<file path="config.mk">
export PLATFORM = sky130hd
export DESIGN_NAME = alu_share_scheduler
export DESIGN_NICKNAME = d
export VERILOG_FILES = /design/src/rtl/alu_ctrl_pkg.sv /design/src/rtl/rr_arbiter.sv /design/src/rtl/alu_share_scheduler.sv
export SDC_FILE = /design/constraint.sdc
export NUM_CORES = 1
export LEC_CHECK = 0
export CORE_AREA = 2 2 628 630
export CTS_BUF_LIST = sky130_fd_sc_hd__clkbuf_16
export CTS_CLUSTER_SIZE = 12
export DETAILED_ROUTE_END_ITERATION = 8
export DIE_AREA = 0 0 630 632
export DONT_BUFFER_PORTS = 1
export PLACE_DENSITY = 0.3
export SLEW_MARGIN = 10
export SYNTH_ARGS = -nofsm -noshare
export SYNTH_HDL_FRONTEND = slang
export SYNTH_HIERARCHICAL = 1
export SYNTH_SLANG_ARGS = --single-unit
</file>
<file path="constraint.sdc">
create_clock -name clk -period 4.8 [get_ports clk]
set_input_delay 1.44 -clock clk [delete_from_list [all_inputs] [get_ports clk]]
set_output_delay 1.44 -clock clk [all_outputs]
set_load 0.02 [all_outputs]
</file>
<file path="src/rtl/alu_ctrl_pkg.sv">
// Shared definitions for the ALU sharing scheduler: opcodes, flag indices,
// default ALU latency and the in-flight tag type.
package alu_ctrl_pkg;

  localparam int unsigned ADD  = 0;
  localparam int unsigned SUB  = 1;
  localparam int unsigned MUL  = 2;
  localparam int unsigned NAND = 3;
  localparam int unsigned SNE  = 4;
  localparam int unsigned DIV  = 5;
  localparam int unsigned MAX  = 6;
  localparam int unsigned ROR  = 7;
  localparam int unsigned SRL  = 8;
  localparam int unsigned NOR  = 9;
  localparam int unsigned SGT  = 10;
  localparam int unsigned MIN  = 11;

  localparam int unsigned CARRY = 3;
  localparam int unsigned ZERO  = 2;
  localparam int unsigned OVF   = 1;
  localparam int unsigned SIGN  = 0;

  localparam int unsigned ALU_LAT_DEFAULT = 2;

  // Wide enough for the largest supported requester count (8).
  localparam int unsigned ID_W = 3;

  typedef struct packed {
    logic            valid;
    logic [ID_W-1:0] id;
  } tag_t;

endpackage

</file>
<file path="src/rtl/rr_arbiter.sv">
// Combinational round-robin priority rotation: the search starts one past the
// last granted requester and wraps modulo N.
module rr_arbiter #(
  parameter int unsigned N   = 4,
  parameter int unsigned LGW = $clog2(N)
) (
  input  logic [N-1:0]   eligible_i,
  input  logic [LGW-1:0] last_grant_i,
  output logic [N-1:0]   grant_o
);

  always_comb begin
    logic        found;
    int unsigned idx;
    grant_o = '0;
    found   = 1'b0;
    idx     = 0;
    for (int unsigned k = 1; k <= N; k++) begin
      idx = (32'(last_grant_i) + k) % N;
      if (!found && eligible_i[idx]) begin
        grant_o[idx] = 1'b1;
        found        = 1'b1;
      end
    end
  end

endmodule

</file>
<file path="src/rtl/alu_share_scheduler.sv">
// Shares one pipelined ALU among NUM_REQ requesters: round-robin issue,
// registered ALU inputs, and a tag pipe that routes each result home.
module alu_share_scheduler
  import alu_ctrl_pkg::*;
#(
  parameter int unsigned NUM_REQ = 4,
  parameter int unsigned WIDTH   = 128,
  parameter int unsigned OPW     = 4,
  parameter int unsigned SHW     = 5,
  parameter int unsigned ALU_LAT = ALU_LAT_DEFAULT
) (
  input  logic                     clk,
  input  logic                     rst_n,
  input  logic [NUM_REQ-1:0]       req_valid,
  output logic [NUM_REQ-1:0]       req_ready,
  input  logic [NUM_REQ*OPW-1:0]   req_opcode,
  input  logic [NUM_REQ*WIDTH-1:0] req_a,
  input  logic [NUM_REQ*WIDTH-1:0] req_b,
  input  logic [NUM_REQ*SHW-1:0]   req_shift,
  output logic [OPW-1:0]           alu_opcode,
  output logic [WIDTH-1:0]         alu_in1,
  output logic [WIDTH-1:0]         alu_in2,
  output logic [SHW-1:0]           alu_shift,
  input  logic [WIDTH-1:0]         alu_result,
  input  logic [3:0]               alu_flags,
  output logic [NUM_REQ-1:0]       rsp_valid,
  output logic [WIDTH-1:0]         rsp_data,
  output logic [3:0]               rsp_flags,
  output logic                     idle
);

  localparam int unsigned LGW = $clog2(NUM_REQ);

  logic [NUM_REQ-1:0] busy_q, busy_d;
  logic [NUM_REQ-1:0] eligible, grant;
  logic [LGW-1:0]     last_grant_q, last_grant_d;
  logic [LGW-1:0]     grant_idx;
  logic               hs;

  logic [OPW-1:0]   opcode_q, opcode_d;
  logic [WIDTH-1:0] in1_q, in1_d;
  logic [WIDTH-1:0] in2_q, in2_d;
  logic [SHW-1:0]   shift_q, shift_d;

  // Entry 0 travels with the issue registers; entries 1..ALU_LAT follow the
  // ALU's internal latency, so the last entry lines up with alu_result.
  tag_t tag_q [ALU_LAT+1];
  tag_t tag_d;

  rr_arbiter #(
    .N   (NUM_REQ),
    .LGW (LGW)
  ) u_arb (
    .eligible_i   (eligible),
    .last_grant_i (last_grant_q),
    .grant_o      (grant)
  );

  always_comb begin
    rsp_valid = '0;
    for (int unsigned i = 0; i < NUM_REQ; i++) begin
      rsp_valid[i] = tag_q[ALU_LAT].valid && (tag_q[ALU_LAT].id == ID_W'(i));
    end
  end

  assign eligible  = req_valid & (~busy_q | rsp_valid);
  assign req_ready = grant;
  assign hs        = |grant;

  always_comb begin
    grant_idx = '0;
    opcode_d  = opcode_q;
    in1_d     = in1_q;
    in2_d     = in2_q;
    shift_d   = shift_q;
    for (int unsigned i = 0; i < NUM_REQ; i++) begin
      if (grant[i]) begin
        grant_idx = LGW'(i);
        opcode_d  = req_opcode[i*OPW +: OPW];
        in1_d     = req_a[i*WIDTH +: WIDTH];
        in2_d     = req_b[i*WIDTH +: WIDTH];
        shift_d   = req_shift[i*SHW +: SHW];
      end
    end
  end

  always_comb begin
    tag_d.valid  = hs;
    tag_d.id     = ID_W'(grant_idx);
    // A new grant at the same edge as the response re-arms busy.
    busy_d       = (busy_q & ~rsp_valid) | grant;
    last_grant_d = hs ? grant_idx : last_grant_q;
  end

  always_ff @(posedge clk or negedge rst_n) begin
    if (!rst_n) begin
      busy_q       <= '0;
      last_grant_q <= LGW'(NUM_REQ - 1);
      opcode_q     <= '0;
      in1_q        <= '0;
      in2_q        <= '0;
      shift_q      <= '0;
      for (int unsigned k = 0; k <= ALU_LAT; k++) begin
        tag_q[k] <= '0;
      end
    end else begin
      busy_q       <= busy_d;
      last_grant_q <= last_grant_d;
      opcode_q     <= opcode_d;
      in1_q        <= in1_d;
      in2_q        <= in2_d;
      shift_q      <= shift_d;
      tag_q[0]     <= tag_d;
      for (int unsigned k = 1; k <= ALU_LAT; k++) begin
        tag_q[k] <= tag_q[k-1];
      end
    end
  end

  assign alu_opcode = opcode_q;
  assign alu_in1    = in1_q;
  assign alu_in2    = in2_q;
  assign alu_shift  = shift_q;
  assign rsp_data   = alu_result;
  assign rsp_flags  = alu_flags;
  assign idle       = ~(|req_valid) & ~(|busy_q);

endmodule

</file>
**Word-level counts from Yosys, hierarchy flattened**

Cells that the tools add are included.

- $add $sub $neg: 4
- Magnitude comparators: 8
- Eq/ne operators: 3
- Multiplexer cells: 42
- Bitwise operators: 12
- Reduce and logical (&&, ||, !) cells: 19

Operators by type and width:

| operator | number |
|---|---|
| $mux 128 | 8 |
| $mux 4 | 8 |
| $mux 5 | 4 |
| $or 4x4->4 | 5 |
| $lt 2x3->1 const B | 4 |
| $mux 1 | 12 |
| $reduce_or 4->1 | 3 |
| $logic_and 1x1->1 | 11 |
| $and 4x4->4 | 2 |
| $bmux 1 s2 | 4 |
| $demux 1 s2 | 4 |
| $ge 2x1->1 const B | 4 |
| $not 4->4 | 2 |
| $add 2x1->2 const B | 2 |
| $add 2x2->2 const B | 2 |
| $eq 2x2->1 const B | 2 |
| $mux 2 | 2 |
| $reduce_bool 4->1 | 1 |
| $logic_not 1->1 | 3 |
| $logic_not 3->1 | 1 |
| $eq 2x1->1 const B | 1 |
| $not 1->1 | 2 |
| $and 1x1->1 | 1 |

- Register bits: 280
- Bits of input ports: 1198
- Output and inout bits: 406
- Logic and storage cells: 100

**Longest topological paths before layout**

- Depth after elaboration: 20
- Depth in mapped cells: 15
- Gate-level depth less buffers: 10

**Cells and area by module**

The synthesis kept the hierarchy.

Modules (own cells, without submodules):

| module | times used | cells an instance | area an instance (sq um) | sequential area each (sq um) |
|---|---|---|---|---|
| alu_share_scheduler | 1 | 1650 | 16163.0 | 7009.2 |
| rr_arbiter | 1 | 38 | 357.8 | 0.0 |

**Least setup slack after synthesis**

No wires, ideal clock.

- Path kind: input port to output port
- Start: input port req_valid[2]
- End: output port req_ready[3]
- Arrival time: 2.946 ns
- Data required time: 3.360 ns
- Slack: 0.414 ns
- Cell stages on the path: 6
- Buffers on the path: 1
- Cells stage by stage: and2_1 > mux4_2 > buf_6 > nor2_1 > nand2_1 > o211ai_1

- Longest elaborated chain between the ends: 13
- Elaborated cells on any way between the ends: 25
- Classes of those cells: mux: 15; bitwise: 4; reduce/logical: 6

Ends and longest elaborated chain:

| item | RTL line | RTL |
|---|---|---|
| start: declaration | alu_share_scheduler.sv:14 | `input logic [NUM_REQ-1:0] req_valid,` |
| $and 4x4->4 * | alu_share_scheduler.sv:66 | `assign eligible = req_valid & (~busy_q \| rsp_valid);` |
| $bmux 1 s2 | rr_arbiter.sv:20 | `if (!found && eligible_i[idx]) begin` |
| $mux 1 (implied by the code) | rr_arbiter.sv:20 |  |
| $mux 1 | rr_arbiter.sv:20 |  |
| $logic_not 1->1 | rr_arbiter.sv:20 |  |
| $logic_and 1x1->1 | rr_arbiter.sv:20 |  |
| $mux 1 | rr_arbiter.sv:20 |  |
| $logic_not 1->1 | rr_arbiter.sv:20 |  |
| $logic_and 1x1->1 | rr_arbiter.sv:20 |  |
| $mux 1 | rr_arbiter.sv:20 |  |
| $logic_not 1->1 | rr_arbiter.sv:20 |  |
| $logic_and 1x1->1 | rr_arbiter.sv:20 |  |
| $mux 4 * | rr_arbiter.sv:20 |  |
| end: declaration | alu_share_scheduler.sv:15 | `output logic [NUM_REQ-1:0] req_ready,` |

Mark *: on every way between the ends. The rest lies on a longest branch, timed or not. The select of a mux whose other input is x is not followed.

**Worst setup path in the final report**

- Start: register tag_q[1] in the netlist's numbering
- End: output port req_ready[3]

- Longest elaborated chain between the ends: 16
- Elaborated cells on any way between the ends: 34
- Classes of those cells: eq/ne: 3; mux: 15; bitwise: 5; reduce/logical: 11

Ends and longest elaborated chain:

| item | RTL line | RTL |
|---|---|---|
| start: declaration | alu_share_scheduler.sv:47 | `tag_t tag_q [ALU_LAT+1];` |
| start signal: indexed assignment | alu_share_scheduler.sv:115 | `tag_q[k] <= tag_q[k-1];` |
| $eq 2x2->1 * | alu_share_scheduler.sv:62 | `rsp_valid[i] = tag_q[ALU_LAT].valid && (tag_q[ALU_LAT].id == ID_W'(i));` |
| $logic_and 1x1->1 * | alu_share_scheduler.sv:62 |  |
| $or 4x4->4 * | alu_share_scheduler.sv:66 |  |
| $and 4x4->4 * | alu_share_scheduler.sv:66 |  |
| named net eligible[3] | alu_share_scheduler.sv:35 | `logic [NUM_REQ-1:0] eligible, grant;` |
| $bmux 1 s2 | rr_arbiter.sv:20 |  |
| $mux 1 (implied by the code) | rr_arbiter.sv:20 |  |
| $mux 1 | rr_arbiter.sv:20 |  |
| $logic_not 1->1 | rr_arbiter.sv:20 |  |
| $logic_and 1x1->1 | rr_arbiter.sv:20 |  |
| $mux 1 | rr_arbiter.sv:20 |  |
| $logic_not 1->1 | rr_arbiter.sv:20 |  |
| $logic_and 1x1->1 | rr_arbiter.sv:20 |  |
| $mux 1 | rr_arbiter.sv:20 |  |
| $logic_not 1->1 | rr_arbiter.sv:20 |  |
| $logic_and 1x1->1 | rr_arbiter.sv:20 |  |
| $mux 4 * | rr_arbiter.sv:20 |  |

The timed path passes the listed nets; every way through them passes the cells marked *. The select of a mux whose other input is x is not followed.

==> flow_results.xml <==
<?xml version="1.0" encoding="UTF-8"?>
<metrics>
  <group name="cts">
    <metric name="hold_buffers" unit="">0</metric>
    <metric name="worstSkewPairLatency" unit="ns">0.69</metric>
    <metric name="cts_made_buffers" unit="">42</metric>
    <metric name="cts-htree-levels" unit="">2</metric>
    <metric name="cts.sinks" unit="">280</metric>
    <metric name="ctsLongestPathBuffers" unit="">3</metric>
    <metric name="root_buffer" unit="">clkbuf_16</metric>
    <metric name="tritoncts" unit="">yes</metric>
    <metric name="path_clk_slew" unit="ns">0.06</metric>
  </group>
  <group name="detailed_routing">
    <metric name="post-route-drc-count" unit="">0</metric>
    <metric name="detailroute.via_count" unit="">16072</metric>
    <metric name="violation_count_after_the_first_detailed_route_iteration" unit="">1626</metric>
    <metric name="drt-wirelength-per-cell" unit="um">28.3</metric>
    <metric name="vias_per_cell" unit="">2.33</metric>
    <metric name="final_wl" unit="mm">196</metric>
    <metric name="detailedRoute.firstPassIterationCount" unit="">7</metric>
    <metric name="final_ant_viol_nets" unit="">0</metric>
  </group>
  <group name="synth">
    <metric name="post_synth.cell_area_avg" unit="um^2">9.79</metric>
    <metric name="synth.largest_area_cell" unit="">dfrtp_1</metric>
    <metric name="combinational_family_with_the_most_area_after_synthesis" unit="">compound AO/OA/AOI/OAI gates</metric>
    <metric name="compound_cell_area_share_of_the_yosys_netlist" unit="">0.226</metric>
    <metric name="yosys.area.top_type_share" unit="">0.421</metric>
    <metric name="synthesized_netlist_cell_count" unit="">1688</metric>
    <metric name="ys_types" unit="">31</metric>
    <metric name="ys_ff_latch" unit="">280</metric>
    <metric name="mappedNetlistNets" unit="">2894</metric>
    <metric name="yosys-mux-area-fraction" unit="">0.166</metric>
    <metric name="yosys-top-cells-area" unit="">dfrtp_1 42%, mux2i_1 16%, a211oi_1 12%</metric>
    <metric name="synth-seq-area-share" unit="">0.424</metric>
    <metric name="synthesis.yosys.warnings" unit="">6</metric>
    <metric name="synth_simple_gate_area_share" unit="">0.0735</metric>
    <metric name="synthesis.area" unit="um^2">16500</metric>
    <metric name="adder_and_majority_gate_portion_of_the_synthesized_area" unit="">0.00606</metric>
    <metric name="synth_xor_area_frac" unit="">0</metric>
  </group>
  <group name="global_routing">
    <metric name="grt_usage" unit="">0.0929</metric>
    <metric name="grt_pass1_wl" unit="mm">227</metric>
    <metric name="grt_overflow_total" unit="">0</metric>
    <metric name="initial_antenna_violation_count" unit="">227</metric>
    <metric name="grt_pass1_vias" unit="">15201</metric>
    <metric name="grt_start_max_net_pins" unit="">281</metric>
  </group>
  <group name="pwr">
    <metric name="power.static_leakage" unit="nW">7.26</metric>
    <metric name="combPwrFrac" unit="">0.018</metric>
    <metric name="peakVddDrop" unit="uV">261</metric>
    <metric name="post-layout-total-power" unit="mW">5.87</metric>
    <metric name="clock_power_share" unit="">0.580</metric>
    <metric name="p_sw_frac" unit="">0.258</metric>
    <metric name="powerDensity" unit="nW/um^2">242</metric>
    <metric name="seqPwrFrac" unit="">0.403</metric>
    <metric name="internal-power" unit="mW">4.35</metric>
    <metric name="power.switching" unit="mW">1.51</metric>
  </group>
  <group name="min_path">
    <metric name="hold_path.startpoint" unit="">tag_q[11]</metric>
    <metric name="whs_endpoint" unit="">tag_q[7]</metric>
    <metric name="whs_path_depth" unit="">0</metric>
    <metric name="timing.hold.worst.class" unit="">reg2reg</metric>
  </group>
  <group name="placed_design">
    <metric name="portBuffers" unit="">0</metric>
    <metric name="finalWeightedCongestion" unit="">0.944</metric>
    <metric name="place_ws" unit="ns">0.0910</metric>
    <metric name="place.detailed.instances" unit="">6744</metric>
    <metric name="detailed_place_hpwl" unit="mm">172</metric>
  </group>
  <group name="timing">
    <metric name="min_period_over_period" unit="">0.944</metric>
    <metric name="tns" unit="ns">0</metric>
    <metric name="clock_skew" unit="ns">0.0468</metric>
    <metric name="drv_slew" unit="">0</metric>
    <metric name="setup_viol_count_final" unit="">0</metric>
    <metric name="max_freq" unit="MHz">221</metric>
    <metric name="setup_ws" unit="ns">0.269</metric>
    <metric name="grt_setup_unrepaired" unit="">no</metric>
    <metric name="slew_headroom" unit="">0.191</metric>
    <metric name="report.final.hold_viol_count" unit="">0</metric>
    <metric name="layout_min_cycle_time" unit="ns">4.53</metric>
    <metric name="timing_worst_slew_pin_value" unit="ns">1.21</metric>
  </group>
  <group name="worst_setup_path">
    <metric name="crit-reg2reg-launch" unit="">tag_q[1]</metric>
    <metric name="timing_worst_setup_path_type" unit="">reg2out</metric>
    <metric name="cp.buffers_inverters" unit="">1</metric>
    <metric name="path_cells" unit="">and3_1, nand2b_1, and2_1, mux4_2, nor4b_4, nand2_1, o211ai_1, buf_4</metric>
    <metric name="type_of_element_launching_the_critical_path" unit="">register</metric>
    <metric name="timing.critical_path.to_type" unit="">primary output</metric>
    <metric name="cp.required" unit="ns">3.36</metric>
    <metric name="r2r_cells" unit="">14</metric>
    <metric name="critPathArrivalTime" unit="ns">3.09</metric>
    <metric name="cell_with_the_biggest_individual_delay_on_the_critical_path" unit="">mux4_2</metric>
    <metric name="r2r_end" unit="">alu_in2[90]</metric>
    <metric name="worst_reg_to_reg_setup_slack" unit="ns">0.72</metric>
    <metric name="slowest_delay" unit="ns">0.54</metric>
    <metric name="critPathTopFamily" unit="">simple AND/OR/NAND/NOR gates</metric>
    <metric name="largest_fanout_on_the_critical_path" unit="">6</metric>
  </group>
  <group name="status">
    <metric name="outcome" unit="">finished clean</metric>
  </group>
  <group name="run">
    <metric name="cap_viol_max_count" unit="">0</metric>
  </group>
  <group name="floorplan">
    <metric name="die_x" unit="um">630</metric>
    <metric name="die_height" unit="um">632</metric>
    <metric name="fp.dieArea" unit="um^2">398000</metric>
    <metric name="number_of_placement_rows" unit="">230</metric>
    <metric name="io_pins" unit="">1604</metric>
    <metric name="core_region_area" unit="um^2">391000</metric>
    <metric name="floorplan.initialDensity" unit="">0.0422</metric>
  </group>
  <group name="finish">
    <metric name="post_route_cells_drive_above_1_share" unit="">0.119</metric>
    <metric name="design.final.nets" unit="">2778</metric>
    <metric name="flow.area_growth_from_synthesis" unit="%">46.8</metric>
    <metric name="layoutNonFillerInstCount" unit="">6908</metric>
  </group>
</metrics>
worst register-to-register path, cell delays in order (launching register included):
cell	delay (ns)
dfrtp_1	0.43
and3_1	0.24
nand2b_1	0.18
and2_1	0.20
mux4_2	0.52
buf_4	0.19
nor3b_1	0.22
a21oi_1	0.09
o211ai_1	0.15
buf_12	0.19
buf_12	0.28
buf_12	0.59
buf_4	0.25
mux2i_1	0.32
a211oi_1	0.12
cells in the mapped netlist (all sizes together):
library cell / n
clkbuf: 58
mux2i: 265
inv: 7
nor2: 271
a21o: 2
or2: 1
clkinv: 1
and3: 1
a21oi: 4
ha: 8
nor3b: 5
and3b: 1
or4: 3
dfstp: 2
and2: 4
o21ai: 1
o22ai: 264
o211ai: 4
buf: 222
o2bb2ai: 1
nor4b: 1
a211oi: 265
a41o: 1
dfrtp: 278
nand2b: 6
mux4: 4
nand2: 8
layout make-up:
class | count | area (um^2)
flip-flops and latches | 280 | 7010
well taps | 5220 | 6530
multi-input cells | 1120 | 7830
inverters | 8 | 37.5
diodes | 85 | 213
repair buffers | 120 | 1230
clock inverters | 32 | 317
fillers | 46104 | 367000
clock buffers | 43 | 1080
timing repair:
item,4_1_cts,5_1_grt
endpoints found under the hold margin,0,0
pin swaps,0,1
resized for setup,0,1
endpoints found under the setup margin,2,3
buffers inserted,1,3
placed cells by master (no fill, tap or decap), drive strengths merged:
| cell | netlist | final |
|---|---|---|
| dfrtp | 278 | 278 |
| nor2 | 271 | 271 |
| a211oi | 265 | 265 |
| mux2i | 265 | 265 |
| o22ai | 264 | 264 |
| buf | 222 | 120 |
| diode | 0 | 85 |
| clkbuf | 58 | 43 |
| inv | 7 | 23 |
| clkinv | 1 | 11 |
| nand2 | 8 | 8 |
| ha | 8 | 8 |
| bufinv | 0 | 6 |
| nand2b | 6 | 6 |
| nor3b | 5 | 5 |
| and2 | 4 | 4 |
| a21oi | 4 | 4 |
| o211ai | 4 | 4 |
| mux4 | 4 | 4 |
| or4 | 3 | 3 |
| a21o | 2 | 2 |
| dfstp | 2 | 2 |
| a41o | 1 | 1 |
| o2bb2ai | 1 | 1 |
| and3b | 1 | 1 |
| o21ai | 1 | 1 |
| and3 | 1 | 1 |
| or2 | 1 | 1 |
| nor4b | 1 | 1 |
stage by stage:
step | hold WS, ns | util | instance area (um^2)
2_1_floorplan | 0.331 | - | 16500
3_3_place_gp | 0.332 | 0.0578 | 22600
3_5_place_dp | 0.335 | 0.0578 | 22600
4_1_cts | 0.348 | 0.0614 | 24000
5_1_grt | 0.352 | 0.0617 | 24100
6_report | 0.347 | 0.0620 | 24200
flip-flops by register name, summed over array words and instances, names as in the netlist:
| register | cells |
|---|---|
| last_grant_q | 2 |
| alu_shift | 5 |
| busy_q | 4 |
| alu_in1 | 128 |
| alu_opcode | 4 |
| alu_in2 | 128 |
| tag_q | 9 |
cells by family (layout without fill, tap and decap cells):
logic type / after synthesis / count (layout)
adder cells (fa/ha/maj): 8 / 8
AO/OA/AOI/OAI: 542 / 542
AND/OR/NAND/NOR: 301 / 301
flip-flops: 280 / 280
other: 0 / 85
buffers and inverters: 288 / 203
multiplexers: 269 / 269
worst max path at each step:
stage	start	to	slack [ns]	depth (start not counted)
after detailed placement	req_valid[3]	alu_in1[46]	0.09	11
after global placement	req_valid[2]	alu_in1[46]	0.11	11
after global routing	tag_q[1]	req_ready[3]	0.04	8
final	tag_q[1]	req_ready[3]	0.27	8
after CTS	tag_q[1]	req_ready[2]	0.01	8
after floorplan	req_valid[2]	req_ready[3]	0.41	6
layer usage:
metal  vias to the layer above  track usage  share of wire
met5                         -      0.00604         0.0065
met4                       120       0.0529          0.071
met3                       579       0.0821           0.19
met2                      1436        0.143           0.44
met1                      7808       0.0811           0.30
li1                       6129            -              -
power by group through the flow:
stage          clock network (mW)  registers [mW]  logic [mW]
2_1_floorplan                   0            2.40       0.235
3_3_place_gp                    0            2.40       0.102
3_5_place_dp                    0            2.40       0.104
4_1_cts                      3.59            2.36       0.104
5_1_grt                      3.64            2.36       0.112
6_report                     3.40            2.36       0.103
Note: power is estimated with default switching activity, not from simulation.
